<file path="src/rtl/fetch_queue.sv">
// In-order instruction buffer between fetch and decode, carrying branch-prediction
// metadata. It flushes completely when decode reports a mispredicted branch.
module fetch_queue #(
  parameter int DEPTH  = 8,
  parameter int ADDR_W = 32
) (
  input  logic                       clk,
  input  logic                       n_rst,
  input  logic                       in_valid,
  input  logic [ADDR_W-1:0]          in_pc,
  input  logic [31:0]                in_instr,
  input  logic                       in_guesses_branch,
  input  logic [ADDR_W-1:0]          in_prediction,
  output logic                       in_ready,
  output logic                       out_valid,
  output logic [ADDR_W-1:0]          out_pc,
  output logic [31:0]                out_instr,
  output logic                       out_guesses_branch,
  output logic [ADDR_W-1:0]          out_prediction,
  input  logic                       out_ready,
  input  logic                       fb_if_branch,
  input  logic                       fb_if_prediction_correct,
  output logic [$clog2(DEPTH+1)-1:0] count
);

  localparam int PTR_W = $clog2(DEPTH);
  localparam int CNT_W = $clog2(DEPTH + 1);
  localparam logic [PTR_W-1:0] PTR_ONE  = PTR_W'(1);
  localparam logic [CNT_W-1:0] CNT_ONE  = CNT_W'(1);
  localparam logic [CNT_W-1:0] CNT_FULL = CNT_W'(DEPTH);

  typedef struct packed {
    logic [ADDR_W-1:0] pc;
    logic [31:0]       instr;
    logic              guesses_branch;
    logic [ADDR_W-1:0] prediction;
  } entry_t;

  entry_t            mem_q [DEPTH];
  entry_t            head_entry;
  logic [PTR_W-1:0]  head_q, head_d;
  logic [PTR_W-1:0]  tail_q, tail_d;
  logic [CNT_W-1:0]  count_q, count_d;
  logic              flush, push, pop;

  assign flush     = fb_if_branch && !fb_if_prediction_correct;
  assign in_ready  = (count_q < CNT_FULL);
  assign out_valid = (count_q != '0);
  assign push      = in_valid && in_ready && !flush;
  assign pop       = out_valid && out_ready && !flush;
  assign count     = count_q;

  // Empty queue presents zeros rather than stale storage.
  assign head_entry         = out_valid ? mem_q[head_q] : '0;
  assign out_pc             = head_entry.pc;
  assign out_instr          = head_entry.instr;
  assign out_guesses_branch = head_entry.guesses_branch;
  assign out_prediction     = head_entry.prediction;

  always_comb begin
    head_d  = head_q;
    tail_d  = tail_q;
    count_d = count_q;
    if (flush) begin
      head_d  = '0;
      tail_d  = '0;
      count_d = '0;
    end else begin
      if (push) tail_d = tail_q + PTR_ONE;
      if (pop)  head_d = head_q + PTR_ONE;
      if (push && !pop)      count_d = count_q + CNT_ONE;
      else if (pop && !push) count_d = count_q - CNT_ONE;
    end
  end

  always_ff @(posedge clk or negedge n_rst) begin
    if (!n_rst) begin
      head_q  <= '0;
      tail_q  <= '0;
      count_q <= '0;
    end else begin
      head_q  <= head_d;
      tail_q  <= tail_d;
      count_q <= count_d;
    end
  end

  // Storage is deliberately left out of reset; occupancy gates every read.
  always_ff @(posedge clk) begin
    if (push) begin
      mem_q[tail_q] <= '{pc: in_pc, instr: in_instr, guesses_branch: in_guesses_branch,
                         prediction: in_prediction};
    end
  end

  a_count_bound: assert property (@(posedge clk) disable iff (!n_rst) count_q <= CNT_FULL);
  a_empty_ptrs:  assert property (@(posedge clk) disable iff (!n_rst)
                                  (count_q == '0) |-> (head_q == tail_q));
  a_full_ptrs:   assert property (@(posedge clk) disable iff (!n_rst)
                                  (count_q == CNT_FULL) |-> (head_q == tail_q));

endmodule
</file>
<file path="config.mk">
export PLATFORM = sky130hd
export DESIGN_NAME = fetch_queue
export DESIGN_NICKNAME = d
export VERILOG_FILES = /design/src/rtl/fetch_queue.sv
export SDC_FILE = /design/constraint.sdc
export NUM_CORES = 1
export LEC_CHECK = 0
export BUFFER_PORTS_ARGS = -buffer_cell sky130_fd_sc_hd__buf_4
export CORE_MARGIN = 3
export CORE_UTILIZATION = 50
export CTS_BUF_LIST = sky130_fd_sc_hd__clkbuf_8
export DETAILED_ROUTE_END_ITERATION = 10
export PLACE_DENSITY = 0.82
export SETUP_SLACK_MARGIN = 0.15
export SYNTH_ARGS = -nofsm -noshare
export SYNTH_HDL_FRONTEND = slang
export SYNTH_SLANG_ARGS = --single-unit
</file>
<file path="constraint.sdc">
create_clock -name clk -period 7.6 [get_ports clk]
set_input_delay 1.52 -clock clk [delete_from_list [all_inputs] [get_ports clk]]
set_output_delay 1.52 -clock clk [all_outputs]
set_load 0.05 [all_outputs]
</file>
Yosys cells after proc, flatten, opt, wreduce, memory -nomap -nowiden
Memory sizes are Yosys's and may differ from the RTL's. Cells that the tools add are included.

Bits in writable memories: 776. Memories: 1. Word-level logic and storage cells: 34. Register bits: 10. Input bits: 103. Output and inout bits: 103.

Memories: mem_q (depth 8, bits a word 97, rd ports 1, clocked after memory_dff 0, write ports 1, RTL line 39) `entry_t mem_q [DEPTH];`.

Order comparisons: 1. Reductions and logical operators: 15. Add/subtract/negate cells: 4. Mux-type cells: 10.

Operator list (count): 97-bit two-way mux (1); 3-bit two-way mux (4); 4-bit two-way mux (3); 1-bit logical AND (7); 3-bit by 1-bit adder with 3-bit output, second input constant (2); 4-bit by 1-bit adder with 4-bit output, second input constant (1); 1-bit logical NOT (4); 4-bit < comparator, second input constant (1); 2-bit nonzero test (2); 4-bit nonzero test (1); 4-bit by 1-bit subtractor with 4-bit output, second input constant (1); 3-bit nonzero test (1); 1-bit two-way mux (2).

Logic depth before layout (Yosys ltp)
Depth after elaboration: 9. Mapped depth: 9. Mapped depth without buffers: 9.

Least setup slack after synthesis
OpenSTA, ideal clock, no wires.

Path type: input-to-reg. From: in fb_if_branch. To: mem mem_q[0][0] in the netlist's numbering (enable). Buffers on the path: 0. Stages on the path: 3. Library setup time: 671 ps. Data arrival time: 8622 ps. Path slack: -1694 ps. Data required time: 6929 ps. Cell sequence: nor2b_1 > or3_1 > nor3_1.

Cells in the longest elaborated chain, start to end: 5.

Ends and longest elaborated chain: start: declaration (RTL line 21) `input logic fb_if_branch,`; 1-bit logical AND (RTL line 46) `assign flush = fb_if_branch && !fb_if_prediction_correct;`; 1-bit logical NOT (RTL line 49) `assign push = in_valid && in_ready && !flush;`; 1-bit logical AND (RTL line 49); 1-bit two-way mux (RTL line 90) `if (push) begin`; 1-bit two-way mux (implied by the code) (RTL line 91) `mem_q[tail_q] <= '{pc: in_pc, instr: in_instr, guesses_branch: in_guesses_branch,`; end: declaration (RTL line 39).

Every way passes these cells.

Final worst setup path
From: reg head_q[0]. To: out out_prediction[6].

Cells in the longest elaborated chain, start to end: 2.

Ends and longest elaborated chain: start: declaration (RTL line 41) `logic [PTR_W-1:0] head_q, head_d;`; start signal: assignment (RTL line 78) `head_q <= '0;`; start signal: assignment (RTL line 82) `head_q <= head_d;`; memory read 8 x 97 bit; 97-bit two-way mux (RTL line 54) `assign head_entry = out_valid ? mem_q[head_q] : '0;`; end: declaration (RTL line 19) `output logic [ADDR_W-1:0] out_prediction,`.

Every way passes these cells.

==> flow_summary.toml <==
[run_status]
status = "completed"

[detailed_routing]
drc = 0
drt-initial-drc-count = 1154
num_vias = 13900
post_drt_via_cell_ratio = 5.67
wire_per_inst_um = 23.9
dr.pass1.iters = 5
ant_nets = 0
wirelength_um = 58800

[cts]
cts-htree-levels = 3
postCtsSetupBuffers = 0
cts-hold-fix-buffers = 0
post_cts_resized = 0
ctsLongestPathBuffers = 3
cts_tree = "built"
cts_sinks = 786
numCtsBuffers = 119
insertion_delay_ns = 0.70
clkSlewWorstSetupHoldPaths_ns = 0.06
cts_root_buffer = "clkbuf_8"

[setup_path]
crit_path_end_kind = "output pin"
critPathKind = "reg2out"
crit_required_ns = 6.08
rrSetupSlack_ns = 4.54
path_cells = "buf_12 -> mux4_2 -> mux2i_1 -> nor2_1 -> buf_4"
r2r_cells = 10
slowest_stage = "dfrtp_4"
slowest_delay_ns = 1.12
r2r_end = "count[3]"
arrival_ns = 3.71
cp_max_fo = 74
reg2reg_from = "count[1]"
critPathLaunchType = "flip-flop"

[timing]
hold_slack_ns = 0.614
finalSetupTns_ns = 0
relSlewSlack_pct = 30.7
finalSetupViolations = 0
post-route-period-util_pct = 68.9
finClkSkew_ns = 0.0267
maxSlewViolCount = 0
rsz0062_at_grt = "no"
fin_crit_ns = 5.23
worst_slew_pin_slew_ns = 1.04
final-hold-violation-count = 0
fmax_ghz = 0.191

[worst_hold_path]
hp-start = "tail_q[0]"
whs_path_depth = 2
hold_path_class = "reg2reg"
hold_path_end = "tail_q[0]"

[grt]
use_met1_pct = 25.6
track_usage_pct = 19.0
globalRouteOverflowTotal = 0
grt_pass1_wl_um = 89900
grt_start_max_net_pins = 92
grt_pass1_vias = 15000
antenna_found_initial = 4
busiest_layer = "met2"
grt_util_met3_pct = 4.63
met2_usage_pct = 31.1

[power_and_ir_drop]
intPower_mw = 8.75
p_seq_share_pct = 39.1
power_switching_mw = 5.07
p_clk_share_pct = 23.7
p_comb_share_pct = 37.2
powerDensity_mw_per_mm2 = 398
power_leakage_nw = 11.2
ir_drop_mv = 0.383
switching_share_pct = 36.7

[die]
start_util_pct = 50.8
ioPinCount = 206
die_area_mm2 = 0.0631
core-area_mm2 = 0.0592
rows = 89
die_x_um = 251
die_h_um = 251

[placement]
place.gp.congestion = 0.744
placed_area_mm2 = 0.0325
io_buffers = 205
hpwl_um = 30900

[synthesis]
async_flop_share_pct = 1.27
ys_top_cells_by_area = "edfxtp_1 (77%), mux4_2 (15%), mux2i_1 (3.2%)"
yosysWarnings = 0
synth_most_common_cell = "edfxtp_1"
syn_nets = 1415
syn_area_per_cell_um2 = 23.0
synth_top_area_share_pct = 77.5
synthCells = 1307
synth_top_area_cell = "edfxtp_1"
synth.cell_area_mm2 = 0.0301
synth_cell_types = 30
synth_common_cells = "edfxtp_1 (776), mux4_2 (194), nor2_1 (109)"
synth_edf_count = 776
synth_flop_cell = "edfxtp_1"
ys_ff_latch = 786
ys_seq_area_share_pct = 78.3

[finish]
fin_area_mm2 = 0.0348
fin_nets = 1698
drive_gt1_share_pct = 34.8
syn2layout_area_growth_pct = 15.6
fillers = 4139

[flow_run]
maxCapViolCount = 0
[how the worst max path moves through the flow]
stage | start | to | slack (ns) | depth (start not counted)
after floorplan | fb_if_branch | mem_q[2][0] | 0.93 | 3
after global placement | head_q[0] | out_prediction[6] | 3.03 | 5
after global routing | head_q[0] | out_prediction[6] | 2.00 | 5
final | head_q[0] | out_prediction[6] | 2.37 | 5
after detailed placement | head_q[0] | out_prediction[6] | 2.96 | 5
after CTS | head_q[0] | out_prediction[6] | 2.16 | 5
[power groups by stage]
stage,logic [mW],clock network [mW],registers (mW)
after floorplan,3.92,0,5.35
after global placement,5.16,0,5.48
after detailed placement,5.21,0,5.51
after CTS,5.22,3.36,5.42
after global routing,5.43,3.56,5.45
final,5.14,3.27,5.41
[metrics by stage]
| step | cells | setup WS, ns | power (mW) | utilization [%] |
|---|---|---|---|---|
| 6_report | 2461 | 2.37 | 13.8 | 58.7 |
| 5_1_grt | 2458 | 2.00 | 14.4 | 58.7 |
| 4_1_cts | 2458 | 2.16 | 14.0 | 58.7 |
| 3_5_place_dp | 2242 | 2.96 | 10.7 | 54.8 |
| 3_3_place_gp | 2242 | 3.03 | 10.6 | 54.8 |
| 2_1_floorplan | 1307 | 0.929 | 9.27 | - |
[per-layer routing]
| layer | up-vias | routed length (um) |
|---|---|---|
| li1 | 6032 | - |
| met1 | 7355 | 23600 |
| met4 | 2 | 1150 |
| met3 | 85 | 4350 |
| met5 | - | 13 |
| met2 | 470 | 29600 |
[sequential cells by signal (all words and copies together) (netlist names)]
signal and flops:
mem_q 776, head_q 3, tail_q 3, count 4
[worst max-delay path, delay by kind of cell (launching register included)]
| family | cells | cell delay [ns] |
|---|---|---|
| buf+inv | 2 | 0.74 |
| flops | 1 | 1.12 |
| simple gates | 1 | 0.10 |
| mux | 2 | 0.92 |
[layout by cell type, fill, tap and decap left out]
master and n:
fa_1 1, mux4_2 194, xnor2_1 1, or4_1 2, nand2_2 1, nor2_4 6
dfrtp_4 3, inv_2 2, bufinv_16 8, inv_1 33, clkinv_1 38, buf_4 223
nor2b_1 2, inv_6 3, nor4_4 1, edfxtp_1 776, clkinvlp_4 2, ha_1 4
xor2_1 4, a21oi_1 6, clkbuf_8 120, clkinv_2 15, nand2_1 8, nand2b_1 3
o311ai_1 1, nand3_1 4, nor3_4 2, mux2i_1 97, o21ai_1 1, a31oi_1 1
or3_1 4, buf_12 5, o21ai_0 3, a21oi_2 1, diode_2 3, nor2_1 103
dfrtp_1 7
[logic make-up (layout without fill, tap and decap cells)]
kind of cell / after synthesis / in the layout / share of synthesized area (%)
other: 0 / 3 / 0
adders and majority gates: 5 / 5 / 0.233
muxes: 291 / 291 / 17.8
buffers and inverters: 71 / 449 / 1.45
AOI/OAI and AO/OA: 13 / 13 / 0.245
and+or+nand+nor: 136 / 136 / 1.86
xor gates and xnor gates: 5 / 5 / 0.146
DFF: 786 / 786 / 78.3
[cell type report]
cell class | count | area, um^2 | share of cell area [%]
multi-input cells | 450 | 6160 | 17.7
repair buffers | 228 | 1770 | 5.10
flip-flops and latches | 786 | 23600 | 67.8
diodes | 3 | 7.51 | 0.0216
clock buffers | 120 | 1650 | 4.75
clock inverters | 96 | 612 | 1.76
inverters | 5 | 18.8 | 0.0540
well taps | 773 | 967 | 2.78
Power figures use the tool's default switching activity.
